`config.mk`:
```
export PLATFORM = sky130hd
export DESIGN_NAME = pingpong_buf_ctrl
export DESIGN_NICKNAME = d
export VERILOG_FILES = /design/src/rtl/pingpong_buf_ctrl_pkg.sv /design/src/rtl/pingpong_buf_ctrl_fsm.sv /design/src/rtl/pingpong_buf_ctrl.sv
export SDC_FILE = /design/constraint.sdc
export NUM_CORES = 1
export LEC_CHECK = 0
export CAP_MARGIN = 20
export CORE_MARGIN = 4
export CORE_UTILIZATION = 45
export CTS_BUF_LIST = sky130_fd_sc_hd__clkbuf_8
export DETAILED_ROUTE_END_ITERATION = 10
export PLACE_DENSITY = 0.86
export SYNTH_ARGS = -nofsm -noshare
export SYNTH_HDL_FRONTEND = slang
export SYNTH_HIERARCHICAL = 1
export SYNTH_SLANG_ARGS = --single-unit
```
`constraint.sdc`:
```
create_clock -name clk -period 2.8 [get_ports clk]
set_input_delay 0.56 -clock clk [delete_from_list [all_inputs] [get_ports clk]]
set_output_delay 0.56 -clock clk [all_outputs]
set_load 0.05 [all_outputs]
```
`src/rtl/pingpong_buf_ctrl_pkg.sv`:
```
// Shared types and defaults for the ping-pong frame buffer controller.
package pingpong_pkg;

  // Occupancy of one frame buffer over a fill / scan-out cycle.
  typedef enum logic [1:0] {
    EMPTY    = 2'd0,
    FILLING  = 2'd1,
    FULL     = 2'd2,
    DRAINING = 2'd3
  } buf_state_t;

  localparam int unsigned DEPTH_DEFAULT = 10000;
  localparam int unsigned AW_DEFAULT    = 20;
  localparam int unsigned DW_DEFAULT    = 32;

  // A buffer may take host pixels until its last address has been written.
  function automatic logic is_writable(input buf_state_t s);
    return (s == EMPTY) || (s == FILLING);
  endfunction

  // A buffer may be scanned out once completely written and until drained.
  function automatic logic is_readable(input buf_state_t s);
    return (s == FULL) || (s == DRAINING);
  endfunction

endpackage

```
`src/rtl/pingpong_buf_ctrl_fsm.sv`:
```
// Occupancy tracker for one frame buffer: EMPTY -> FILLING -> FULL -> DRAINING.
module buf_state_fsm
  import pingpong_pkg::*;
(
  input  logic       clk,
  input  logic       reset,
  input  logic       wr_claim,
  input  logic       wr_last,
  input  logic       rd_claim,
  input  logic       rd_last,
  output buf_state_t state,
  output logic       empty
);

  buf_state_t state_q, state_d;

  // State register; reset discards any partial frame.
  always_ff @(posedge clk or negedge reset) begin
    if (!reset) begin
      state_q <= EMPTY;
    end else begin
      state_q <= state_d;
    end
  end

  // Next-state: advance on accepted writes/reads, finish on the last address.
  always_comb begin
    state_d = state_q;
    unique case (state_q)
      EMPTY: begin
        // A one-pixel buffer completes on its first write.
        if (wr_claim) state_d = wr_last ? FULL : FILLING;
      end
      FILLING: begin
        if (wr_claim && wr_last) state_d = FULL;
      end
      FULL: begin
        if (rd_claim) state_d = rd_last ? EMPTY : DRAINING;
      end
      DRAINING: begin
        if (rd_claim && rd_last) state_d = EMPTY;
      end
      default: state_d = EMPTY;
    endcase
  end

  assign state = state_q;
  assign empty = is_writable(state_q);

endmodule

```
`src/rtl/pingpong_buf_ctrl.sv`:
```
// Ping-pong frame buffer sequencer: host fills one buffer while the display
// scans out the other; owns all write/read/address controls of both buffers.
module pingpong_buf_ctrl
  import pingpong_pkg::*;
#(
  parameter int unsigned DEPTH = DEPTH_DEFAULT,
  parameter int unsigned AW    = AW_DEFAULT,
  parameter int unsigned DW    = DW_DEFAULT
) (
  input  logic          clk,
  input  logic          reset,
  input  logic          wr_valid,
  input  logic [DW-1:0] wr_data,
  output logic          wr_ready,
  input  logic          rd_req,
  output logic          rd_valid,
  output logic          rd_sel,
  output logic          frame_done,
  output logic          underrun,
  output logic          WE0,
  output logic          WE1,
  output logic          RE0,
  output logic          RE1,
  output logic [AW-1:0] Addr0,
  output logic [AW-1:0] Addr1,
  output logic [DW-1:0] WData,
  output logic          Buf0Empty,
  output logic          Buf1Empty
);

  localparam logic [AW-1:0] LAST_ADDR = AW'(DEPTH - 1);

  // Writer and reader pointers / address counters.
  logic          wsel_q, wsel_d;
  logic          rsel_q, rsel_d;
  logic [AW-1:0] waddr_q, waddr_d;
  logic [AW-1:0] raddr_q, raddr_d;

  // Registered display-side status.
  logic rd_valid_q, rd_valid_d;
  logic rd_sel_q, rd_sel_d;
  logic frame_done_q, frame_done_d;
  logic underrun_q, underrun_d;

  buf_state_t state0, state1;
  logic       empty0, empty1;
  buf_state_t wstate, rstate;

  logic wr_acc, rd_acc, readable;
  logic w_last, r_last;

  assign wstate   = wsel_q ? state1 : state0;
  assign rstate   = rsel_q ? state1 : state0;
  assign wr_ready = is_writable(wstate);
  assign readable = is_readable(rstate);
  assign wr_acc   = wr_valid & wr_ready;
  assign rd_acc   = rd_req & readable;
  assign w_last   = (waddr_q == LAST_ADDR);
  assign r_last   = (raddr_q == LAST_ADDR);

  buf_state_fsm u_buf0_fsm (
    .clk      (clk),
    .reset    (reset),
    .wr_claim (wr_acc & ~wsel_q),
    .wr_last  (w_last),
    .rd_claim (rd_acc & ~rsel_q),
    .rd_last  (r_last),
    .state    (state0),
    .empty    (empty0)
  );

  buf_state_fsm u_buf1_fsm (
    .clk      (clk),
    .reset    (reset),
    .wr_claim (wr_acc & wsel_q),
    .wr_last  (w_last),
    .rd_claim (rd_acc & rsel_q),
    .rd_last  (r_last),
    .state    (state1),
    .empty    (empty1)
  );

  assign Buf0Empty = empty0;
  assign Buf1Empty = empty1;

  // Writer pointer: step per accepted pixel, wrap and swap buffers at the end.
  always_comb begin
    waddr_d = waddr_q;
    wsel_d  = wsel_q;
    if (wr_acc) begin
      if (w_last) begin
        waddr_d = '0;
        wsel_d  = ~wsel_q;
      end else begin
        waddr_d = waddr_q + AW'(1);
      end
    end
  end

  // Reader pointer plus next-cycle display status (valid, select, end-of-frame, underrun).
  always_comb begin
    raddr_d      = raddr_q;
    rsel_d       = rsel_q;
    rd_valid_d   = rd_acc;
    rd_sel_d     = rd_acc & rsel_q;
    frame_done_d = rd_acc & r_last;
    underrun_d   = rd_req & ~readable;
    if (rd_acc) begin
      if (r_last) begin
        raddr_d = '0;
        rsel_d  = ~rsel_q;
      end else begin
        raddr_d = raddr_q + AW'(1);
      end
    end
  end

  // Pointer, counter and status registers.
  always_ff @(posedge clk or negedge reset) begin
    if (!reset) begin
      wsel_q       <= 1'b0;
      rsel_q       <= 1'b0;
      waddr_q      <= '0;
      raddr_q      <= '0;
      rd_valid_q   <= 1'b0;
      rd_sel_q     <= 1'b0;
      frame_done_q <= 1'b0;
      underrun_q   <= 1'b0;
    end else begin
      wsel_q       <= wsel_d;
      rsel_q       <= rsel_d;
      waddr_q      <= waddr_d;
      raddr_q      <= raddr_d;
      rd_valid_q   <= rd_valid_d;
      rd_sel_q     <= rd_sel_d;
      frame_done_q <= frame_done_d;
      underrun_q   <= underrun_d;
    end
  end

  assign rd_valid   = rd_valid_q;
  assign rd_sel     = rd_sel_q;
  assign frame_done = frame_done_q;
  assign underrun   = underrun_q;

  // Buffer strobes and address mux; an accepting writer has priority on its
  // buffer, otherwise the reader's counter is presented, otherwise zero.
  always_comb begin
    WE0   = 1'b0;
    WE1   = 1'b0;
    RE0   = 1'b0;
    RE1   = 1'b0;
    Addr0 = '0;
    Addr1 = '0;
    WData = '0;
    if (wr_acc) begin
      WData = wr_data;
      if (wsel_q) WE1 = 1'b1;
      else        WE0 = 1'b1;
    end
    if (rd_acc) begin
      if (rsel_q) RE1 = 1'b1;
      else        RE0 = 1'b1;
    end
    if (wr_acc && !wsel_q) Addr0 = waddr_q;
    else if (!rsel_q)      Addr0 = raddr_q;
    if (wr_acc && wsel_q)  Addr1 = waddr_q;
    else if (rsel_q)       Addr1 = raddr_q;
  end

  // Writable and readable states are disjoint, so both sides can never
  // act on the same buffer in one cycle.
  a_exclusive_owner: assert property (
    @(posedge clk) disable iff (!reset)
    !(wr_acc && rd_acc && (wsel_q == rsel_q))
  );

endmodule

```
==> results.txt <==
H-tree Lvls: 2
# diodes: 0
DIE AREA: 8654 um2
Area Growth Syn to Fin: 56.19%
Final net count: 554
CTS Hold Buffers Added: 0
Die width: 93.03 um
Site Rows: 30
Tightest Pin Transition: 0.7077 ns
Sw Pwr: 703.8 uW
Power Density: 386.1 nW/um2
Initial Util: 47.10%
Commonest non-fill, non-tap cell in the layout: nand2_1
Int Pwr: 1258 uW
Class of the most critical hold timing path: in2async
Final Critical Period: 2.527 ns
Comb pwr share: 35.0%
Via count: 3443
Reg power frac: 42.4%
Crit Path Max Fanout: 33
Port Buffer Count: 118
Synthesis warning total: 6
Hold WS: 0.2567 ns
Worst skew pair latency: 0.30 ns
Drt first pass iters: 5
Share of layout cells above drive strength 1: 20.12%
Hold Vio Cnt, Final: 0
Critical path class: reg2out
Outcome: finished clean
Hpwl dp: 8.115 mm
Clock tree buffer depth: 2
Die height: 93.03 um
Total leakage power: 0.002299 uW
First-pass GRT wire length: 17.15 mm
CTS Sinks: 48
Placer Congestion: 0.9830
Worst-path clk slew: 0.09 ns
Cell Count, Final, Fillers Out: 613
Vias in the first global route: 3318
Total GRT Usage: 24.66%
Power Total: 1962 uW
Initial antenna violation count: 0
CP Launch Type: flip-flop
Largest net degree at the start of global routing: 44
Power share of the clock group: 22.5%
Fill cell count: 506
# setup viols final: 0
FMAX: 395.8 MHz
Post-Syn Nets: 450
Mean routed wirelength per cell: 17.47 um
Detailed Route WL: 10.71 mm
CTS tree: built
DRC violations left: 0
Reg area: 1201 um2
Vias/cell: 5.617
Skew final: 0.005369 ns
CP Capture Type: output port
Arr. time, crit path: 1.97 ns
Syn Std Cell Area: 3253 um2
Slew HR: 51.47%
CTS root buf: clkbuf_8
WP data required: 2.24 ns
Peak supply drop: 0.2336 mV
Final slew viol count: 0
DRT iter0 DRCs: 283
Post-route ant nets: 0
Gate Count Post-Synth: 412
Placed Cells incl. Taps: 605
Io pins: 119
Switching Share: 35.88%
Total gr overflow: 0
Area of the multi-input gates: 1844 um2
Placeable Area: 6907 um2
Syn_area_per_cell: 7.896 um2
Period utilisation layout: 90.23%
CTS Buf Count: 5
Most frequent cells in the layout: nand2_1 (89), buf_12 (58), dfrtp_1 (48)
RSZ-0062 raised after global routing: false
# Max-Cap Violations: 0
## flip-flops by register name, summed over array words and instances, names as in the netlist
register          flops
waddr_q              20
rd_sel                1
underrun              1
u_buf0_fsm/state      1
wsel_q                1
rd_valid              1
rsel_q                1
raddr_q              20
frame_done            1
u_buf1_fsm/state      1
## cell type report
class,instances,share of cell area (%)
Clock buffer,6,1.625
Clock inverter,2,0.2955
Inverter,10,0.7634
Multi-Input combinational cell,324,36.30
Sequential cell,48,23.64
Tap cell,96,2.364
Timing Repair Buffer,127,35.02
## per-stage QoR
stage	utilization (%)	area (um2)	TNS, ns	setup WS (ns)
global placement	72.01	4974	0	0.03480
floorplan	-	3261	-0.08865	-0.04432
CTS	73.44	5072	0	0.03972
detailed placement	72.01	4974	-0.01763	-0.009057
finish	73.57	5081	0	0.2735
global route	73.57	5081	0	0.2010
## power by group through the flow
stage | registers (uW) | logic, uW | clock network (uW)
CTS | 829 | 692 | 443
floorplan | 781 | 486 | 0
detailed placement | 842 | 689 | 0
global placement | 839 | 675 | 0
finish | 833 | 687 | 442
global route | 843 | 724 | 467
## final timing paths
| path | startpoint | endpoint | slack, ns | cells past startpoint |
|---|---|---|---|---|
| worst min register to register | rsel_q$_DFFE_PN0P_ | rsel_q$_DFFE_PN0P_ | 0.48 | 1 |
| max in group asynchronous | reset | waddr_q[7]$_DFFE_PN0N_ | 1.83 | 2 |
| worst max-delay path | u_buf0_fsm/state[1]$_DFFE_PN0P_ | WData[31] | 0.27 | 5 |
| worst min-delay path | reset | raddr_q[8]$_DFFE_PN0N_ | 0.26 | 1 |
| min in group clk | rsel_q$_DFFE_PN0P_ | rsel_q$_DFFE_PN0P_ | 0.48 | 1 |
| worst max register to register | waddr_q[15]$_DFFE_PN0N_ | u_buf0_fsm/state[1]$_DFFE_PN0P_ | 0.39 | 5 |
## layer usage
layer | wire length [um] | vias up | GRT usage [%]
li1 | - | 1625 | -
met1 | 4272 | 1623 | 32.37
met2 | 5427 | 172 | 41.93
met3 | 811 | 23 | 4.425
met4 | 197 | 0 | 6.593
met5 | 0 | - | 0
## worst max-delay path: stages (launching register included)
cell and delay, ns:
dfrtp_1 0.51, mux2_4 0.33, inv_1 0.10, buf_4 0.29, and3_1 0.27, buf_12 0.15
## repair_timing
action                     4_1_cts  5_1_grt
buffers inserted                 0        0
cloned                           0        0
setup endpoints to repair        9       15
resized for setup                1        2
Note: power is estimated with default switching activity, not from simulation.
